### src/rtl/imem_loader_if.sv
// +----------------------------------------------------------------------------+
// | imem_loader_if : host-side byte stream and imem write-port bundle.          |
// | Revision: 1.0                                                               |
// +----------------------------------------------------------------------------+
`default_nettype none

interface imem_loader_if #(
  parameter int CNT_W = 8
) ();
  logic             start;
  logic [CNT_W-1:0] word_count;
  logic [7:0]       byte_in;
  logic             byte_valid;
  logic             byte_ready;
  logic             wr_en;
  logic [31:0]      wr_addr;
  logic [31:0]      wr_data;
  logic             busy;
  logic             done;
  logic             error;

  modport master (
    output start, word_count, byte_in, byte_valid,
    input  byte_ready, wr_en, wr_addr, wr_data, busy, done, error
  );

  modport slave (
    input  start, word_count, byte_in, byte_valid,
    output byte_ready, wr_en, wr_addr, wr_data, busy, done, error
  );
endinterface

`default_nettype wire

### src/rtl/imem_loader.sv
// +----------------------------------------------------------------------------+
// | imem_loader : assembles big-endian bytes into words and writes them to the  |
// | instruction memory. Optional trailing checksum: IMEM_LOADER_CHECKSUM_EN.    |
// | Revision: 1.0                                                               |
// +----------------------------------------------------------------------------+
`default_nettype none

module imem_loader #(
  parameter int          DEPTH     = 128,
  parameter logic [31:0] BASE_ADDR = 32'h0000_0000,
  parameter int          CNT_W     = 8
) (
  input  wire logic      clk,
  input  wire logic      rst_n,
  imem_loader_if.slave   bus
);

  typedef enum logic [2:0] {
    S_IDLE  = 3'd0,
    S_LOAD  = 3'd1,
    S_WRITE = 3'd2,
`ifdef IMEM_LOADER_CHECKSUM_EN
    S_CHECK = 3'd4,
`endif
    S_DONE  = 3'd3
  } state_t;

  localparam logic [CNT_W-1:0] c_depth = CNT_W'(DEPTH);

  state_t           r_state;
  state_t           w_state_next;
  logic [1:0]       r_byte_cnt;
  logic [CNT_W-1:0] r_word_cnt;
  logic [CNT_W-1:0] r_count;
  logic [31:0]      r_wr_addr;
  logic [31:0]      r_wr_data;
  logic             r_error;
`ifdef IMEM_LOADER_CHECKSUM_EN
  logic [7:0]       r_sum;
  logic             w_chk_accept;
`endif

  logic w_start_ok;
  logic w_bad_cnt;
  logic w_zero_cnt;
  logic w_accept;
  logic w_last_word;
  logic w_byte_ready;
  logic w_wr_en;
  logic w_busy;
  logic w_done;

  assign w_start_ok  = bus.start && ((r_state == S_IDLE) || (r_state == S_DONE));
  assign w_bad_cnt   = bus.word_count > c_depth;
  assign w_zero_cnt  = (bus.word_count == '0);
  assign w_accept    = (r_state == S_LOAD) && bus.byte_valid;
  assign w_last_word = ((r_word_cnt + CNT_W'(1)) == r_count);
`ifdef IMEM_LOADER_CHECKSUM_EN
  assign w_chk_accept = (r_state == S_CHECK) && bus.byte_valid;
`endif

  always_ff @(posedge clk or negedge rst_n) begin
    if (!rst_n) begin
      r_state <= S_IDLE;
    end else begin
      r_state <= w_state_next;
    end
  end

  always_comb begin
    w_state_next = r_state;
    w_byte_ready = 1'b0;
    w_wr_en      = 1'b0;
    w_busy       = 1'b0;
    w_done       = 1'b0;
    case (r_state)
      S_IDLE, S_DONE: begin
        w_done = (r_state == S_DONE);
        if (w_start_ok) begin
          if (w_bad_cnt) begin
            w_state_next = S_DONE;
          end else if (w_zero_cnt) begin
`ifdef IMEM_LOADER_CHECKSUM_EN
            w_state_next = S_CHECK;
`else
            w_state_next = S_DONE;
`endif
          end else begin
            w_state_next = S_LOAD;
          end
        end
      end
      S_LOAD: begin
        w_byte_ready = 1'b1;
        w_busy       = 1'b1;
        if (w_accept && (r_byte_cnt == 2'd3)) begin
          w_state_next = S_WRITE;
        end
      end
      S_WRITE: begin
        w_wr_en = 1'b1;
        w_busy  = 1'b1;
        if (w_last_word) begin
`ifdef IMEM_LOADER_CHECKSUM_EN
          w_state_next = S_CHECK;
`else
          w_state_next = S_DONE;
`endif
        end else begin
          w_state_next = S_LOAD;
        end
      end
`ifdef IMEM_LOADER_CHECKSUM_EN
      S_CHECK: begin
        w_byte_ready = 1'b1;
        w_busy       = 1'b1;
        if (bus.byte_valid) begin
          w_state_next = S_DONE;
        end
      end
`endif
      default: begin
        w_state_next = S_IDLE;
      end
    endcase
  end

  // Datapath: word assembly, address/word counters and the error flag.
  always_ff @(posedge clk or negedge rst_n) begin
    if (!rst_n) begin
      r_byte_cnt <= 2'd0;
      r_word_cnt <= '0;
      r_count    <= '0;
      r_wr_addr  <= BASE_ADDR;
      r_wr_data  <= 32'h0;
      r_error    <= 1'b0;
`ifdef IMEM_LOADER_CHECKSUM_EN
      r_sum      <= 8'h00;
`endif
    end else begin
      if (w_start_ok) begin
        r_byte_cnt <= 2'd0;
        r_word_cnt <= '0;
        r_count    <= bus.word_count;
        r_wr_addr  <= BASE_ADDR;
        r_error    <= w_bad_cnt;
`ifdef IMEM_LOADER_CHECKSUM_EN
        r_sum      <= 8'h00;
`endif
      end
      if (w_accept) begin
        case (r_byte_cnt)
          2'd0:    r_wr_data[31:24] <= bus.byte_in;
          2'd1:    r_wr_data[23:16] <= bus.byte_in;
          2'd2:    r_wr_data[15:8]  <= bus.byte_in;
          default: r_wr_data[7:0]   <= bus.byte_in;
        endcase
        r_byte_cnt <= r_byte_cnt + 2'd1;
`ifdef IMEM_LOADER_CHECKSUM_EN
        r_sum      <= r_sum + bus.byte_in;
`endif
      end
      if (r_state == S_WRITE) begin
        r_wr_addr  <= r_wr_addr + 32'd4;
        r_word_cnt <= r_word_cnt + CNT_W'(1);
      end
`ifdef IMEM_LOADER_CHECKSUM_EN
      if (w_chk_accept) begin
        r_error <= (bus.byte_in != r_sum);
      end
`endif
    end
  end

  assign bus.byte_ready = w_byte_ready;
  assign bus.wr_en      = w_wr_en;
  assign bus.wr_addr    = r_wr_addr;
  assign bus.wr_data    = r_wr_data;
  assign bus.busy       = w_busy;
  assign bus.done       = w_done;
  assign bus.error      = r_error;

endmodule

`default_nettype wire
### src/flat_wrapper.sv
// flat-port wrapper written by rule: the top's interface ports become plain ports
module imem_loader_flat 
#(
  parameter int          DEPTH     = 128,
  parameter logic [31:0] BASE_ADDR = 32'h0000_0000,
  parameter int          CNT_W     = 8
)
  (clk, rst_n, bus_start, bus_word_count, bus_byte_in, bus_byte_valid, bus_byte_ready, bus_wr_en, bus_wr_addr, bus_wr_data, bus_busy, bus_done, bus_error);
  imem_loader_if #(.CNT_W(CNT_W)) bus_i ();
  input  wire logic clk;
  input  wire logic rst_n;
  input wire logic [$bits(bus_i.start)-1:0] bus_start;
  input wire logic [$bits(bus_i.word_count)-1:0] bus_word_count;
  input wire logic [$bits(bus_i.byte_in)-1:0] bus_byte_in;
  input wire logic [$bits(bus_i.byte_valid)-1:0] bus_byte_valid;
  output wire logic [$bits(bus_i.byte_ready)-1:0] bus_byte_ready;
  output wire logic [$bits(bus_i.wr_en)-1:0] bus_wr_en;
  output wire logic [$bits(bus_i.wr_addr)-1:0] bus_wr_addr;
  output wire logic [$bits(bus_i.wr_data)-1:0] bus_wr_data;
  output wire logic [$bits(bus_i.busy)-1:0] bus_busy;
  output wire logic [$bits(bus_i.done)-1:0] bus_done;
  output wire logic [$bits(bus_i.error)-1:0] bus_error;
  assign bus_i.start = bus_start;
  assign bus_i.word_count = bus_word_count;
  assign bus_i.byte_in = bus_byte_in;
  assign bus_i.byte_valid = bus_byte_valid;
  assign bus_byte_ready = bus_i.byte_ready;
  assign bus_wr_en = bus_i.wr_en;
  assign bus_wr_addr = bus_i.wr_addr;
  assign bus_wr_data = bus_i.wr_data;
  assign bus_busy = bus_i.busy;
  assign bus_done = bus_i.done;
  assign bus_error = bus_i.error;
  imem_loader #(.DEPTH(DEPTH), .BASE_ADDR(BASE_ADDR), .CNT_W(CNT_W)) u_core (.clk(clk), .rst_n(rst_n), .bus(bus_i));
endmodule
### config.mk
export PLATFORM = sky130hd
export DESIGN_NAME = imem_loader_flat
export DESIGN_NICKNAME = d
export VERILOG_FILES = /design/src/rtl/imem_loader_if.sv /design/src/rtl/imem_loader.sv /design/src/flat_wrapper.sv
export SDC_FILE = /design/constraint.sdc
export NUM_CORES = 1
export LEC_CHECK = 0
export ABC_CLOCK_PERIOD_IN_PS = 2600
export BUFFER_PORTS_ARGS = -buffer_cell sky130_fd_sc_hd__buf_2
export CAP_MARGIN = 5
export CORE_MARGIN = 10
export CORE_UTILIZATION = 52
export CTS_BUF_LIST = sky130_fd_sc_hd__clkbuf_8
export CTS_CLUSTER_DIAMETER = 80
export DETAILED_ROUTE_END_ITERATION = 7
export MAX_ROUTING_LAYER = met4
export PLACE_DENSITY = 0.75
export SLEW_MARGIN = 0
export SYNTH_ARGS = -nofsm -noshare
export SYNTH_HDL_FRONTEND = slang
export SYNTH_SLANG_ARGS = --single-unit
### constraint.sdc
create_clock -name clk -period 2.6 [get_ports clk]
set_input_delay 0.13 -clock clk [delete_from_list [all_inputs] [get_ports clk]]
set_output_delay 0.13 -clock clk [all_outputs]
set_load 0.005 [all_outputs]
==> results.md, run 1 <==
- Status: completed
- Crit-path max FO: 14
- Post-synth ARST share: 100%
- Ys Warns: 0
- TritonRoute pass-1 iters: 4
- Worst-margin pin slew: 1040 ps
- Final Hold Fails: 0
- Period Utilization, post-route: between 80% and 90%
- Layout cell share with drive strength beyond 1: around a third
- CP Cell Sequence: inv_1, ha_1, and4_1, nand2_1, o311ai_0, o41ai_1
- Area delta synth->final: 17.7%
- Initial antenna violation count: 0
- Clock Tree Buf Depth: 2
- I/O pin count: 89
- Wire per inst: roughly 16 um
- Final Setup Violations: 0
- Final global-route overflow total: 0
- Register Area: just over 2000 sq um
- CP max-delay cell: and4_1
- Top FF cell, synth: dfrtp_1
- Vias per inst: 5.49
- Starting Density: a little over half
- Net Sw Frac: 34.3%
- Clock power frac: roughly 20%
- Setup TNS: 0 ps
- Routability cong.: 0.868
- Final hold slack: between 30 and 40 ps
- CTS Root Cell: clkbuf_8
- EDFF count, synth: 0
- First-pass GRT wire length: ~14000 um
- Synth unique cells: 39
- Req. time, crit path: 2800 ps
- Clk sink count: between 80 and 90
- Mapped cell area: about 3900 sq um
- Flop pwr share: roughly 45%
- Max-cap violations: 0
- Sw Pwr: 1.46 mW
- Final net count: 469
- Largest net degree at the start of global routing: 84
- Die Width: ~110 um
- CP Class: reg -> reg
- Iter 0 DRT Violations: 96
- # diodes: 0
- Hold Startpoint: bus_word_count[1]
- Leakage: 2.26 nW
- Routed WL: about 8700 um
- Final Max Tran Viols: 0
- Tmin final: 2260 ps
- CP arrival: about 2500 ps
- Post-CTS Resized: 0
- Design area: around 4600 sq um
- CTS Buf Count: 9
- CTS H-tree depth: 3
- Largest stage delay, worst path: around 460 ps
- DP Wirelength: 6430 um
- Hold Path Class: in -> reg
- DRC viols: 0
- Die ar.: 11400 sq um
- Vias: just under 3000
- Core Box Area: 7290 sq um
- Gr usage total: 15.8%
- Reg-to-Reg Start: u_core.r_state[0]
- Clk_lat worst skew: 340 ps
- Sequential share of the synthesized area: a little over half
- Clk pin slew, worst setup/hold paths: ~80 ps
- Critical Path Start: u_core.r_state[0]
- Maximum vdd drop: between 0.6 and 0.7 mV
- FP Rows: 31
- CP top delay family: simple AND/OR/NAND/NOR gates
- Max-slew headroom: 30.5%
- Power density over the cells: between 900 and 1000 nW/um^2
- Vias in the first global route: just over 3000
- DIE HEIGHT: around 110 um
- Mapped Cells: around 360
- PortBufs: 86
- Logic gate share of total power: around a third
- Max Clk Rate: between 400 and 500 MHz
- Power, Total: 4.27 mW
- Avg Inst Size Synth: roughly 11 sq um
- Filler cells: around 630
- CTS tree: built
- Cell Int Power: approximately 2.8 mW
- CP Buf/Inv Count: 1
- Dpl cell area: ~4400 sq um
- Startpoint class of the critical path: flop
- Critical Path End Type: flop
- RSZ-0062 raised after global routing: no
- Synth Register Bits: a little over 80
- Remaining antenna violation count: 0
- Setup Skew: around 11 ps
- R2R Setup Slk: 340 ps
- Multi-input logic area: ~1800 sq um
## state kept, by name, summed over array words and instances, names as in the netlist
name                count
u_core.bus.error        1
u_core.bus.wr_addr     30
u_core.bus.wr_data     32
u_core.r_state          2
u_core.r_count          8
u_core.r_byte_cnt       2
u_core.r_word_cnt       8
## layout make-up
cell class	instances	area share, %
clock buffers	10	2.97
clock inverters	6	1.00
inverters	9	0.730
multi-input cells	247	37.8
flip-flops and latches	83	44.9
well taps	99	2.68
repair buffers	89	9.89
## worst paths after layout
path / depth (start not counted) / endpoint
max: 6 / u_core.bus.wr_addr[17]
min in group asynchronous: 2 / u_core.bus.wr_addr[13]
min: 2 / u_core.r_count[1]
max reg2reg: 6 / u_core.bus.wr_addr[17]
min reg2reg: 1 / u_core.bus.wr_addr[31]
max in group asynchronous: 2 / u_core.r_byte_cnt[0]
## timing repair
action,in CTS,in global routing
buffers inserted,0,0
hold endpoints to repair,6,0
hold buffers,1,0
endpoints found under the setup margin,0,0
## stage by stage
stage	instances	utilization, %	setup slack [ps]
after floorplan	356	-	863
after global placement	526	60.8	556
after detailed placement	526	60.8	369
after CTS	543	63.5	348
after global routing	543	63.5	139
final	543	63.5	339
## cells in the final DEF, fill, tap and decap left out, types with 5 or more instances in the layout
| cell | instances |
|---|---|
| o21ai_0 | 28 |
| nand3_1 | 23 |
| a21oi_1 | 5 |
| dfrtp_1 | 83 |
| xor2_1 | 6 |
| o31ai_1 | 6 |
| ha_1 | 10 |
| mux2i_1 | 7 |
| o211ai_1 | 6 |
| xnor2_1 | 11 |
| nand2_1 | 52 |
| buf_2 | 85 |
| clkbuf_8 | 10 |
| mux2_2 | 41 |
| nor2_1 | 5 |
| inv_1 | 9 |
| and3_1 | 6 |
| nand4_1 | 11 |
## logic make-up (layout without fill, tap and decap cells)
family                     Yosys count  after routing  share of synthesized area (%)
AOI/OAI and AO/OA                   54             54                           8.37
xor gates and xnor gates            17             17                           3.79
adders and majority gates           10             10                           3.18
buffers and inverters               26            114                           2.74
DFF                                 83             83                           52.8
muxes                               48             48                           13.5
other                                1              2                         0.0954
and+or+nand+nor                    116            116                           15.5
## layer usage
metal	vias up	track usage, %	part of all wire (%)
met5	-	-	0
met4	0	6.77	1.7
met3	14	3.47	5.0
met2	77	24.6	48
met1	1450	19.5	45
li1	1442	-	-
## power groups by stage
| stage | logic, mW | registers [mW] | clock network [mW] |
|---|---|---|---|
| after global placement | 1.47 | 1.93 | 0 |
| after floorplan | 0.905 | 1.94 | 0 |
| after global routing | 1.65 | 1.98 | 0.944 |
| after CTS | 1.52 | 1.93 | 0.884 |
| final | 1.48 | 1.93 | 0.859 |
| after detailed placement | 1.52 | 1.95 | 0 |
## Yosys cell counts (all sizes together) (2+ instances only)
cell	n	share of area (%)
a21oi	5	0.64
and3	6	0.95
and4	4	0.89
buf	5	0.73
clkbuf	12	1.1
dfrtp	83	53
ha	10	3.2
inv	9	0.86
mux2	41	12
mux2i	7	1.8
nand2	52	5.0
nand2b	2	0.32
nand3	24	3.4
nand4	12	2.3
nor2	5	0.48
nor2b	3	0.48
nor3	2	0.25
o211ai	6	1.1
o21ai	28	3.6
o311ai	2	0.45
o31ai	6	1.1
o41ai	2	0.45
or2	2	0.32
xnor2	11	2.4
xor2	6	1.3
Note: power is estimated with default switching activity, not from simulation.
==> run 2, diff against run 1 <==
ABC_CLOCK_PERIOD_IN_PS = 2500   (was 2600)
clock period = 2.5 ns   (was 2.6 ns; I/O delays follow)
==> results.md, run 2 (synthesis results as in run 1) <==
- DIE HEIGHT: between 100 and 150 um
- Logic gate share of total power: between 30% and 40%
- Tmin final: 2180 ps
- Final non-filler cell total: 545
- CTS H-tree depth: 3
- Final Max Tran Viols: 0
- Most frequent cells in the layout: buf_2, dfrtp_1, nand2_1
- Multi-input logic area: between 1500 and 2000 sq um
- PortBufs: 86
- Clk_lat worst skew: between 300 and 400 ps
- Largest stage delay, worst path: 480 ps
- First-pass GRT wire length: around 15000 um
- Initial antenna violation count: 0
- Power density over the cells: 961 nW/um^2
- Iter 0 DRT Violations: between 100 and 150
- Net Sw Frac: a little over a third
- Design area: roughly 4700 sq um
- Clock Tree Buf Depth: 2
- CP Class: reg -> reg
- Clk sink count: 83
- Layout cell share with drive strength beyond 1: approximately 34%
- Routed WL: around 9000 um
- Critical Path End Type: flop
- Setup Skew: around 16 ps
- Status: completed
- FP Rows: 31
- GR Util met3: 3.95%
- Req. time, crit path: approximately 2700 ps
- Most Used Layer, Global Route: met2
- CP Cell Sequence: inv_1, ha_1, and4_1, nand2_1, o311ai_0, o41ai_1
- CP arrival: approximately 2400 ps
- Area delta synth->final: 18.4%
- CP max-delay cell: and4_1
- DRC viols: 0
- Core Box Area: 7290 sq um
- Vias in the first global route: roughly 3000
- Largest net degree at the start of global routing: 45
- Startpoint class of the critical path: flop
- Hold Path Class: in -> reg
- Clk pin slew, worst setup/hold paths: 90 ps
- Crit-path max FO: 14
- Filler cells: approximately 630
- TritonRoute pass-1 iters: 4
- Max Clk Rate: between 400 and 500 MHz
- Max-slew headroom: approximately three fifths
- Wire per inst: 16.5 um
- Gr usage total: approximately 17%
- Die ar.: approximately 11000 sq um
- CP top delay family: simple AND/OR/NAND/NOR gates
- CTS Buf Count: 9
- Commonest non-fill, non-tap cell in the layout: buf_2
- Final Hold Fails: 0
- Setup TNS: 0 ps
- Vias: 2957
- Remaining antenna violation count: 0
- DP Wirelength: around 6700 um
- Met1 Use GR: approximately a fifth
- Routability cong.: between 0.8 and 0.9
- # diodes: 0
- Starting Density: 53.9%
- Vias per inst: ~5.4
- Max FFs per register: 32
- Power, Total: about 4.5 mW
- Cell Int Power: ~2.9 mW
- Flop pwr share: between 40% and 50%
- I/O pin count: 89
- Met2 GRT Util: 26.3%
- Sw Pwr: 1.57 mW
- Dpl cell area: 4450 sq um
- CTS Root Cell: clkbuf_8
- Period Utilization, post-route: between 80 and 90%
- CP Buf/Inv Count: 1
- Clock power frac: between 20% and 30%
- Post-CTS setup buffers: 0
- Worst-margin pin slew: 569 ps
- CTS tree: built
- Final global-route overflow total: 0
- Register Area: between 2000 and 2500 sq um
- Final net count: between 400 and 500
- Maximum vdd drop: approximately 0.61 mV
- Die Width: ~110 um
- RSZ-0062 raised after global routing: no
- Leakage: between 2 and 2.5 nW
- Cell total after placement: 527
- Max-cap violations: 0
- Final Setup Violations: 0
## run 2: worst paths after layout
path                                              from                      to  slack (ps)  depth (start not counted)
worst max-delay path                 u_core.r_state[0]  u_core.bus.wr_addr[17]         320                          6
worst min register to register  u_core.bus.wr_addr[31]  u_core.bus.wr_addr[31]         490                          1
min in group asynchronous                        rst_n  u_core.bus.wr_addr[15]         270                          2
max in group asynchronous                        rst_n   u_core.bus.wr_addr[2]        1610                          3
worst min-delay path                 bus_word_count[6]       u_core.r_count[6]          20                          2
worst max register to register       u_core.r_state[0]  u_core.bus.wr_addr[17]         320                          6
## run 2: what timing repair did
action	4_1_cts	5_1_grt
resized for setup	0	0
hold endpoints to repair	40	0
hold buffers	2	0
## run 2: layout make-up
cell class / count / area share, %
Sequential cell: 83 / 44.6
Multi-Input combinational cell: 247 / 37.6
Timing Repair Buffer: 91 / 10.5
Clock buffer: 9 / 2.66
Tap cell: 99 / 2.66
Clock inverter: 7 / 1.24
Inverter: 9 / 0.726
## run 2: per-layer routing
| metal | wire, um | share of wire (%) | vias to the layer above |
|---|---|---|---|
| met2 | 4440 | 49 | 68 |
| li1 | - | - | 1437 |
| met5 | 0 | 0 | - |
| met3 | 439 | 4.9 | 11 |
| met4 | 169 | 1.9 | 0 |
| met1 | 3970 | 44 | 1441 |
## run 2: power groups by stage
stage	Clock, mW	Combinational [mW]	Sequential [mW]
finish	0.909	1.56	2.01
global route	1.00	1.74	2.06
CTS	0.934	1.60	2.01
detailed placement	0	1.59	2.04
global placement	0	1.53	2.00
floorplan	0	0.941	2.01
## run 2: per-stage QoR
stage / hold WS, ps / setup slack [ps] / utilization (%)
2_1_floorplan: -171 / 763 / -
3_3_place_gp: 124 / 460 / 61.1
3_5_place_dp: 135 / 319 / 61.1
4_1_cts: 2.20 / 318 / 63.8
5_1_grt: 10.2 / 96.1 / 63.8
6_report: 15.4 / 319 / 63.8
